File: config.mk
export PLATFORM = sky130hd
export DESIGN_NAME = agu_pipe_flat
export DESIGN_NICKNAME = d
export VERILOG_FILES = /design/src/rtl/agu_pipe_if.sv /design/src/rtl/agu_pipe.sv /design/src/flat_wrapper.sv
export SDC_FILE = /design/constraint.sdc
export NUM_CORES = 1
export LEC_CHECK = 0
export ABC_AREA = 0
export BUFFER_PORTS_ARGS = -buffer_cell sky130_fd_sc_hd__buf_4
export CORE_MARGIN = 3
export CORE_UTILIZATION = 35
export DETAILED_ROUTE_END_ITERATION = 7
export GPL_ROUTABILITY_DRIVEN = 1
export GPL_TIMING_DRIVEN = 0
export HOLD_SLACK_MARGIN = 0.1
export PLACE_DENSITY = 0.71
export SYNTH_ARGS = -nofsm -noshare
export SYNTH_HDL_FRONTEND = slang
export SYNTH_SLANG_ARGS = --single-unit
File: constraint.sdc
create_clock -name clk -period 2.66 [get_ports clk]
set_input_delay 0.532 -clock clk [delete_from_list [all_inputs] [get_ports clk]]
set_output_delay 0.532 -clock clk [all_outputs]
set_load 0.01 [all_outputs]
File: src/rtl/agu_pipe_if.sv
// Request/result bundle between issue, the address generation unit and the LSQ.
// out_fault exists only when AGU_BOUND_CHK_EN is defined.
interface agu_pipe_if #(
   parameter int ADDR_W = 16,
   parameter int TAG_W  = 6
);
   logic              flush;
   logic              in_valid;
   logic              in_ready;
   logic [ADDR_W-1:0] addr_op1;
   logic [ADDR_W-1:0] addr_op2;
   logic [TAG_W-1:0]  in_tag;
   logic              in_is_st;
   logic              out_valid;
   logic              out_ready;
   logic [ADDR_W-1:0] addr_out;
   logic [TAG_W-1:0]  out_tag;
   logic              out_is_st;
   logic              out_wrap;
`ifdef AGU_BOUND_CHK_EN
   logic              out_fault;
`endif

   modport master (
      output flush, in_valid, addr_op1, addr_op2, in_tag, in_is_st, out_ready,
      input  in_ready, out_valid, addr_out, out_tag, out_is_st, out_wrap
`ifdef AGU_BOUND_CHK_EN
      , input out_fault
`endif
   );

   modport slave (
      input  flush, in_valid, addr_op1, addr_op2, in_tag, in_is_st, out_ready,
      output in_ready, out_valid, addr_out, out_tag, out_is_st, out_wrap
`ifdef AGU_BOUND_CHK_EN
      , output out_fault
`endif
   );
endinterface

File: src/rtl/agu_pipe.sv
// Pipelined base+offset address generator with elastic valid/ready stages and flush.
// Define AGU_BOUND_CHK_EN to add out_fault (wrap or sum above ADDR_LIMIT).
module agu_pipe #(
   parameter int                ADDR_W     = 16,
   parameter int                TAG_W      = 6,
   parameter int                PIPE_DEPTH = 1,
   parameter logic [ADDR_W-1:0] ADDR_LIMIT = {ADDR_W{1'b1}}
) (
   input logic       clk,
   input logic       rst_n,
   agu_pipe_if.slave bus
);

   generate
      if (PIPE_DEPTH < 1 || PIPE_DEPTH > 4) begin : g_bad_depth
         $error("agu_pipe: PIPE_DEPTH must be 1..4");
      end
   endgenerate

   logic [PIPE_DEPTH-1:0] vld;
   logic [PIPE_DEPTH-1:0] rdy;
   logic [ADDR_W-1:0]     addr_q [PIPE_DEPTH];
   logic [TAG_W-1:0]      tag_q  [PIPE_DEPTH];
   logic [PIPE_DEPTH-1:0] st_q;
   logic [PIPE_DEPTH-1:0] wrap_q;
   logic [ADDR_W:0]       sum;
   logic                  accept;
`ifdef AGU_BOUND_CHK_EN
   logic [PIPE_DEPTH-1:0] fault_q;
   logic                  fault_d;
`endif

   assign sum = {1'b0, bus.addr_op1} + {1'b0, bus.addr_op2};

`ifdef AGU_BOUND_CHK_EN
   assign fault_d = sum[ADDR_W] || (sum[ADDR_W-1:0] > ADDR_LIMIT);
`endif

   // A stage is ready if it or any stage downstream of it has a hole, or the sink takes data.
   always_comb begin : ready_chain
      logic acc;
      acc = bus.out_ready;
      rdy = '0;
      for (int k = PIPE_DEPTH - 1; k >= 0; k--) begin
         acc    = acc || !vld[k];
         rdy[k] = acc;
      end
   end

   assign bus.in_ready = rdy[0] && !bus.flush;
   assign accept       = bus.in_valid && bus.in_ready;

   always_ff @(posedge clk) begin
      if (!rst_n) begin
         vld    <= '0;
         st_q   <= '0;
         wrap_q <= '0;
`ifdef AGU_BOUND_CHK_EN
         fault_q <= '0;
`endif
         for (int k = 0; k < PIPE_DEPTH; k++) begin
            addr_q[k] <= '0;
            tag_q[k]  <= '0;
         end
      end else begin
         if (bus.flush)
            vld[0] <= 1'b0;
         else if (rdy[0])
            vld[0] <= bus.in_valid;

         if (accept) begin
            addr_q[0] <= sum[ADDR_W-1:0];
            tag_q[0]  <= bus.in_tag;
            st_q[0]   <= bus.in_is_st;
            wrap_q[0] <= sum[ADDR_W];
`ifdef AGU_BOUND_CHK_EN
            fault_q[0] <= fault_d;
`endif
         end

         for (int k = 1; k < PIPE_DEPTH; k++) begin
            if (bus.flush)
               vld[k] <= 1'b0;
            else if (rdy[k])
               vld[k] <= vld[k-1];

            // Payload moves only on a real transfer so idle stages do not toggle.
            if (!bus.flush && rdy[k] && vld[k-1]) begin
               addr_q[k] <= addr_q[k-1];
               tag_q[k]  <= tag_q[k-1];
               st_q[k]   <= st_q[k-1];
               wrap_q[k] <= wrap_q[k-1];
`ifdef AGU_BOUND_CHK_EN
               fault_q[k] <= fault_q[k-1];
`endif
            end
         end
      end
   end

   assign bus.out_valid = vld[PIPE_DEPTH-1];
   assign bus.addr_out  = addr_q[PIPE_DEPTH-1];
   assign bus.out_tag   = tag_q[PIPE_DEPTH-1];
   assign bus.out_is_st = st_q[PIPE_DEPTH-1];
   assign bus.out_wrap  = wrap_q[PIPE_DEPTH-1];
`ifdef AGU_BOUND_CHK_EN
   assign bus.out_fault = fault_q[PIPE_DEPTH-1];
`endif

endmodule

File: src/flat_wrapper.sv
// flat-port wrapper written by rule: the top's interface ports become plain ports
module agu_pipe_flat 
#(
   parameter int                ADDR_W     = 16,
   parameter int                TAG_W      = 6,
   parameter int                PIPE_DEPTH = 1,
   parameter logic [ADDR_W-1:0] ADDR_LIMIT = {ADDR_W{1'b1}}
)
  (clk, rst_n, bus_flush, bus_in_valid, bus_addr_op1, bus_addr_op2, bus_in_tag, bus_in_is_st, bus_out_ready, bus_in_ready, bus_out_valid, bus_addr_out, bus_out_tag, bus_out_is_st, bus_out_wrap);
  agu_pipe_if #(.ADDR_W(ADDR_W), .TAG_W(TAG_W)) bus_i ();
  input logic clk;
  input logic rst_n;
  input wire logic [$bits(bus_i.flush)-1:0] bus_flush;
  input wire logic [$bits(bus_i.in_valid)-1:0] bus_in_valid;
  input wire logic [$bits(bus_i.addr_op1)-1:0] bus_addr_op1;
  input wire logic [$bits(bus_i.addr_op2)-1:0] bus_addr_op2;
  input wire logic [$bits(bus_i.in_tag)-1:0] bus_in_tag;
  input wire logic [$bits(bus_i.in_is_st)-1:0] bus_in_is_st;
  input wire logic [$bits(bus_i.out_ready)-1:0] bus_out_ready;
  output wire logic [$bits(bus_i.in_ready)-1:0] bus_in_ready;
  output wire logic [$bits(bus_i.out_valid)-1:0] bus_out_valid;
  output wire logic [$bits(bus_i.addr_out)-1:0] bus_addr_out;
  output wire logic [$bits(bus_i.out_tag)-1:0] bus_out_tag;
  output wire logic [$bits(bus_i.out_is_st)-1:0] bus_out_is_st;
  output wire logic [$bits(bus_i.out_wrap)-1:0] bus_out_wrap;
  assign bus_i.flush = bus_flush;
  assign bus_i.in_valid = bus_in_valid;
  assign bus_i.addr_op1 = bus_addr_op1;
  assign bus_i.addr_op2 = bus_addr_op2;
  assign bus_i.in_tag = bus_in_tag;
  assign bus_i.in_is_st = bus_in_is_st;
  assign bus_i.out_ready = bus_out_ready;
  assign bus_in_ready = bus_i.in_ready;
  assign bus_out_valid = bus_i.out_valid;
  assign bus_addr_out = bus_i.addr_out;
  assign bus_out_tag = bus_i.out_tag;
  assign bus_out_is_st = bus_i.out_is_st;
  assign bus_out_wrap = bus_i.out_wrap;
  agu_pipe #(.ADDR_W(ADDR_W), .TAG_W(TAG_W), .PIPE_DEPTH(PIPE_DEPTH), .ADDR_LIMIT(ADDR_LIMIT)) u_core (.clk(clk), .rst_n(rst_n), .bus(bus_i));
endmodule
# After elaboration in Yosys (flattened, before gate mapping)

Memories as Yosys holds them, arrays and structs flattened.
Cells that the tools add are included.

Add/sub/neg operators: 1
Multiplexer cells: 8
Bitwise operators: 1
Reductions and logical operators: 8

Operator list:

| operator                                  | count |
|---|---|
| 16-bit by 16-bit adder with 17-bit output | 1 |
| 16-bit two-way mux                        | 1 |
| 16-bit OR reduction                       | 1 |
| 1-bit two-way mux                         | 6 |
| 6-bit two-way mux                         | 1 |
| 6-bit OR reduction                        | 1 |
| 1-bit logical AND                         | 2 |
| 1-bit logical NOT                         | 2 |
| 2-bit OR reduction                        | 1 |
| 1-bit logical OR                          | 1 |
| 1-bit NOT                                 | 1 |

Register bits: 3
Bits in writable memories: 22
Output and inout bits: 26
Memories kept: 2

Memory list:

| memory        | depth | bits a word | read ports | clocked after Yosys merged registers in | write ports | RTL line       | source |
|---|---|---|---|---|---|---|---|
| u_core.addr_q | 1     | 16          | 1          | 0                                       | 1           | agu_pipe.sv:22 | `logic [ADDR_W-1:0] addr_q [PIPE_DEPTH];` |
| u_core.tag_q  | 1     | 6           | 1          | 0                                       | 1           | agu_pipe.sv:23 | `logic [TAG_W-1:0] tag_q [PIPE_DEPTH];` |

# Logic depth before layout (Yosys ltp)

Word-level depth: 9
Gate-level depth with buffers: 7

# Worst setup path before layout

Ideal clock, no wire load.

Path kind: input port to flip-flop
From: input bus_addr_op2[0]
To: memory u_core.addr_q[0][10] (data pin)
Library setup time: 0.266 ns
Arrival: 2.114 ns
Data required time: 2.394 ns
Setup slack: 0.280 ns
Stages: 7
Buffers on the path: 0
Path through: ha_1 > fa_1 > a21o_4 > a311o_2 > a21oi_1 > xor2_1 > nor2_1

Word-level cells in the longest chain between the ends: 2

RTL lines:

| item                                      | RTL line           | source |
|---|---|---|
| start: declaration                        | flat_wrapper.sv:16 | `input wire logic [$bits(bus_i.addr_op2)-1:0] bus_addr_op2;` |
| 16-bit by 16-bit adder with 17-bit output | agu_pipe.sv:33     | `assign sum = {1'b0, bus.addr_op1} + {1'b0, bus.addr_op2};` |
| 16-bit two-way mux (no source line)       | n/a                |  |
| end: declaration                          | agu_pipe.sv:22     |  |

Every way passes these cells.

# Final worst setup path

Ends and elaborated chain as after synthesis.

==> reports/qor_table.md <==
| Stage | Item | Reported |
|:---|:---|:---|
| outcome | Status | finished, final reports clean |
| sta | Final worst clock skew | 0.00620 ns |
| grt | Number of global-route vias before repair | 1,337 |
| detailed routing | DRC violations left | 0 |
| sta | Max Freq | 424 MHz |
| job | Total of max-cap violations | 0 |
| clocking | Setup Buffers After CTS | 0 |
| sta | Aggregate negative setup slack | 0 ns |
| sta | Final Critical Period | 2.36 ns |
| yosys | Largest cells by area after synthesis | edfxtp_1 39%, ha_1 12%, a21oi_1 4.5% |
| die | Site row count | 24 |
| detailed routing | DR iter-0 viols | 54 |
| finish | P&R area growth vs syn | 37.3% |
| die | Total I/O pin count | 70 |
| power and ir drop | Maximum VDD drop | 0.215 mV |
| finish | Post-layout nets | 297 |
| yosys | Most frequently used flop master after synthesis | edfxtp_1 |
| finish | N_diodes | 0 |
| yosys | Count of flip-flops with a built-in enable after synthesis | 22 |
| setup path | Ordered cell list for the critical path | buf_4, ha_1, fa_1, a21o_4, a311o_2, a21oi_1, xor2_1, nor2_1 |
| min path | Worst hold path cell count | 2 |
| setup path | R2R cell count | 4 |
| clocking | Clk_lat worst skew | 0.26 ns |
| die | Floorplan die area | 0.00568 mm^2 |
| setup path | Critical Path Max Stage Delay | 0.42 ns |
| yosys | Portion of the post-synthesis area used by sequential elements | 0.428 |
| finish | Final std cells w/o fill | 287 |
| clocking | CTS tree | yes |
| die | Height of the chip | 75.3 um |
| sta | Part of the cycle the worst path needs | 0.888 |
| power and ir drop | Leakage | 1.05 nW |
| grt | Largest net degree at the start of global routing | 23 |
| placed design | Detailed Place HPWL | 2980 um |
| yosys | Gate count of the mapped netlist | 162 |
| min path | Min-Delay Path Class | in2reg |
| finish | Fillers | 421 |
| grt | Antenna violations before repair | 0 |
| sta | RSZ-0062 raised after global routing | false |
| sta | Final hold slack | 0.432 ns |
| setup path | Setup crit end kind | flop |
| clocking | Number of hold buffers added after cts | 0 |
| grt | Wire length of the first global-routing pass | 5680 um |
| clocking | Post-cts resize count | 0 |
| clocking | Number of sinks driven by the clock tree | 25 |
| clocking | Inserted Clock Buffers | 3 |
| die | Initial Utilization | 0.374 |
| yosys | Unique masters post-synth | 42 |
| yosys | Leading cell type by number of instances after synthesis | edfxtp_1 |
| detailed routing | Mean number of vias per cell | 5.00 |
| yosys | Flip-flop and latch count after synthesis | 25 |
| power and ir drop | Post-route total power | 0.995 mW |
| setup path | Required time of the worst setup path | 2.67 ns |
| yosys | Net count after synthesis | 223 |
| setup path | Cell with the largest stage delay on the worst path | fa_1 |
| placed design | Port buffer count | 69 |
| setup path | Startpoint-to-endpoint class of the critical path | in2reg |
| sta | Headroom to the max-slew limit | 0.501 |
| finish | Layout cell share with drive strength beyond 1 | 0.336 |
| die | Die span in x | 75.3 um |
| yosys | Post-synthesis instance area | 0.00168 mm^2 |
| detailed routing | First-pass DRT Iterations | 4 |
| clocking | Maximum root-to-sink buffer count | 2 |
| sta | Final max-slew violation count | 0 |
| yosys | Warnings from Yosys | 0 |
| clocking | Deepest level of the CTS H-tree | 1 |
| die | Area of the core | 0.00450 mm^2 |
| detailed routing | Vias after detailed routing | 1,436 |
| detailed routing | Count of antenna-violating nets left after detailed routing | 0 |
| sta | Number of endpoints failing setup at the final stage | 0 |
| sta | Slew @ Worst Pin | 0.747 ns |
| yosys | Area share of the largest cell type after synthesis | 0.393 |
| yosys | Synth async-reset ratio | 0 |
| yosys | Synth top cells by count | 22 x edfxtp_1, 18 x nor2_1, 16 x ha_1, 15 x a21oi_1, 9 x and2_1 |
| setup path | Crit path max fanout | 4 |
| placed design | Placer congestion estimate | 0.855 |
| setup path | Kind of start point of the critical path | input port |
| setup path | Setup slack on the worst flop-to-flop path | 0.84 ns |
| yosys | Syn avg cell area | 10.4 um^2 |
| grt | GR Util All Layers | 0.127 |
| clocking | Cell at the root of the clock tree | clkbuf_8 |
| detailed routing | Wirelength, routed | 3550 um |
| detailed routing | Detail-routed net length per standard cell | 12.4 um |
| grt | GRT Residual Overflow | 0 |
| placed design | Cell count after placement | 283 |
| yosys | Biggest area consumer among synthesized cells | edfxtp_1 |
| clocking | Clock input transition at the sequential cells of the worst setup and hold paths | 0.08 ns |
| setup path | Worst EP arrival | 2.37 ns |
| power and ir drop | Power density over the cells | 430 mW/mm^2 |
| finish | Post-route core utilization | 0.513 |
| sta | Final count of hold timing violations | 0 |
worst max-delay path, delay by kind of cell:
family          cells  cell delay [ns]
buf+inv             1             0.11
xor+xnor            1             0.20
fa+ha+maj           2             0.65
simple gates        1             0.07
compound gates      3             0.81
layout make-up:
type / count / area, um^2 / share of cell area
Inverter: 1 / 3.75 / 0.00162
Tap cell: 52 / 65.1 / 0.0282
Buffer: 3 / 15.0 / 0.00650
Clock buffer: 4 / 45.0 / 0.0195
Multi-Input combinational cell: 133 / 943 / 0.408
Timing Repair Buffer: 69 / 518 / 0.224
Sequential cell: 25 / 721 / 0.312
layout by cell type (no fill, tap or decap), types with 2 or more instances in the layout:
cell      count
a21o_1        7
buf_4        70
and3_1        2
a21oi_1      15
nand4_1       3
o211a_1       2
clkbuf_8      3
clkbuf_1      3
xnor2_1       5
nor3_1        7
nand2_1       8
and2_1        9
nand3_1       4
dfxtp_1       3
ha_1         16
xor2_1        4
o21a_1        3
o21ai_0       6
nor3b_1       2
nor2_1       18
o211ai_1      2
edfxtp_1     22
logic make-up after synthesis:
| kind of cell | Yosys count | share of synthesized area |
|---|---|---|
| fa+ha+maj | 17 | 0.131 |
| xor+xnor | 9 | 0.0468 |
| flops | 25 | 0.428 |
| compound gates | 50 | 0.210 |
| buf+inv | 4 | 0.0112 |
| simple gates | 57 | 0.172 |
sequential cells by signal (all words and copies together) (netlist names):
signal,cells
u_core.addr_q,16
u_core.tag_q,6
u_core.bus.out_wrap,1
u_core.bus.out_is_st,1
u_core.bus.out_valid,1
per-layer routing:
metal  global-route usage  wire length, um
met1                0.163             1640
met2                0.218             1600
met3               0.0158              270
met4               0.0466               34
met5                    0                0
report_power, final:
part           total, mW  switching, mW  leakage (nW)  internal, mW
clock              0.212          0.105        0.0228         0.107
sequential         0.461        0.00674         0.262         0.454
combinational      0.322          0.161         0.767         0.161
per-stage QoR:
stage | setup WS [ns] | cell area [um^2]
after floorplan | 0.280 | 1680
after global placement | 0.0173 | 2270
after detailed placement | 0.0233 | 2270
after CTS | 0.305 | 2310
after global routing | 0.198 | 2310
final | 0.299 | 2310
final timing paths:
check / end / startpoint
worst max-delay path: u_core.addr_q[0][10] / bus_addr_op2[0]
worst max register to register: u_core.addr_q[0][7] / u_core.bus.out_valid
worst min register to register: u_core.bus.out_wrap / u_core.bus.out_wrap
worst min-delay path: u_core.bus.out_valid / bus_flush
(Power assumes the default switching activity.)
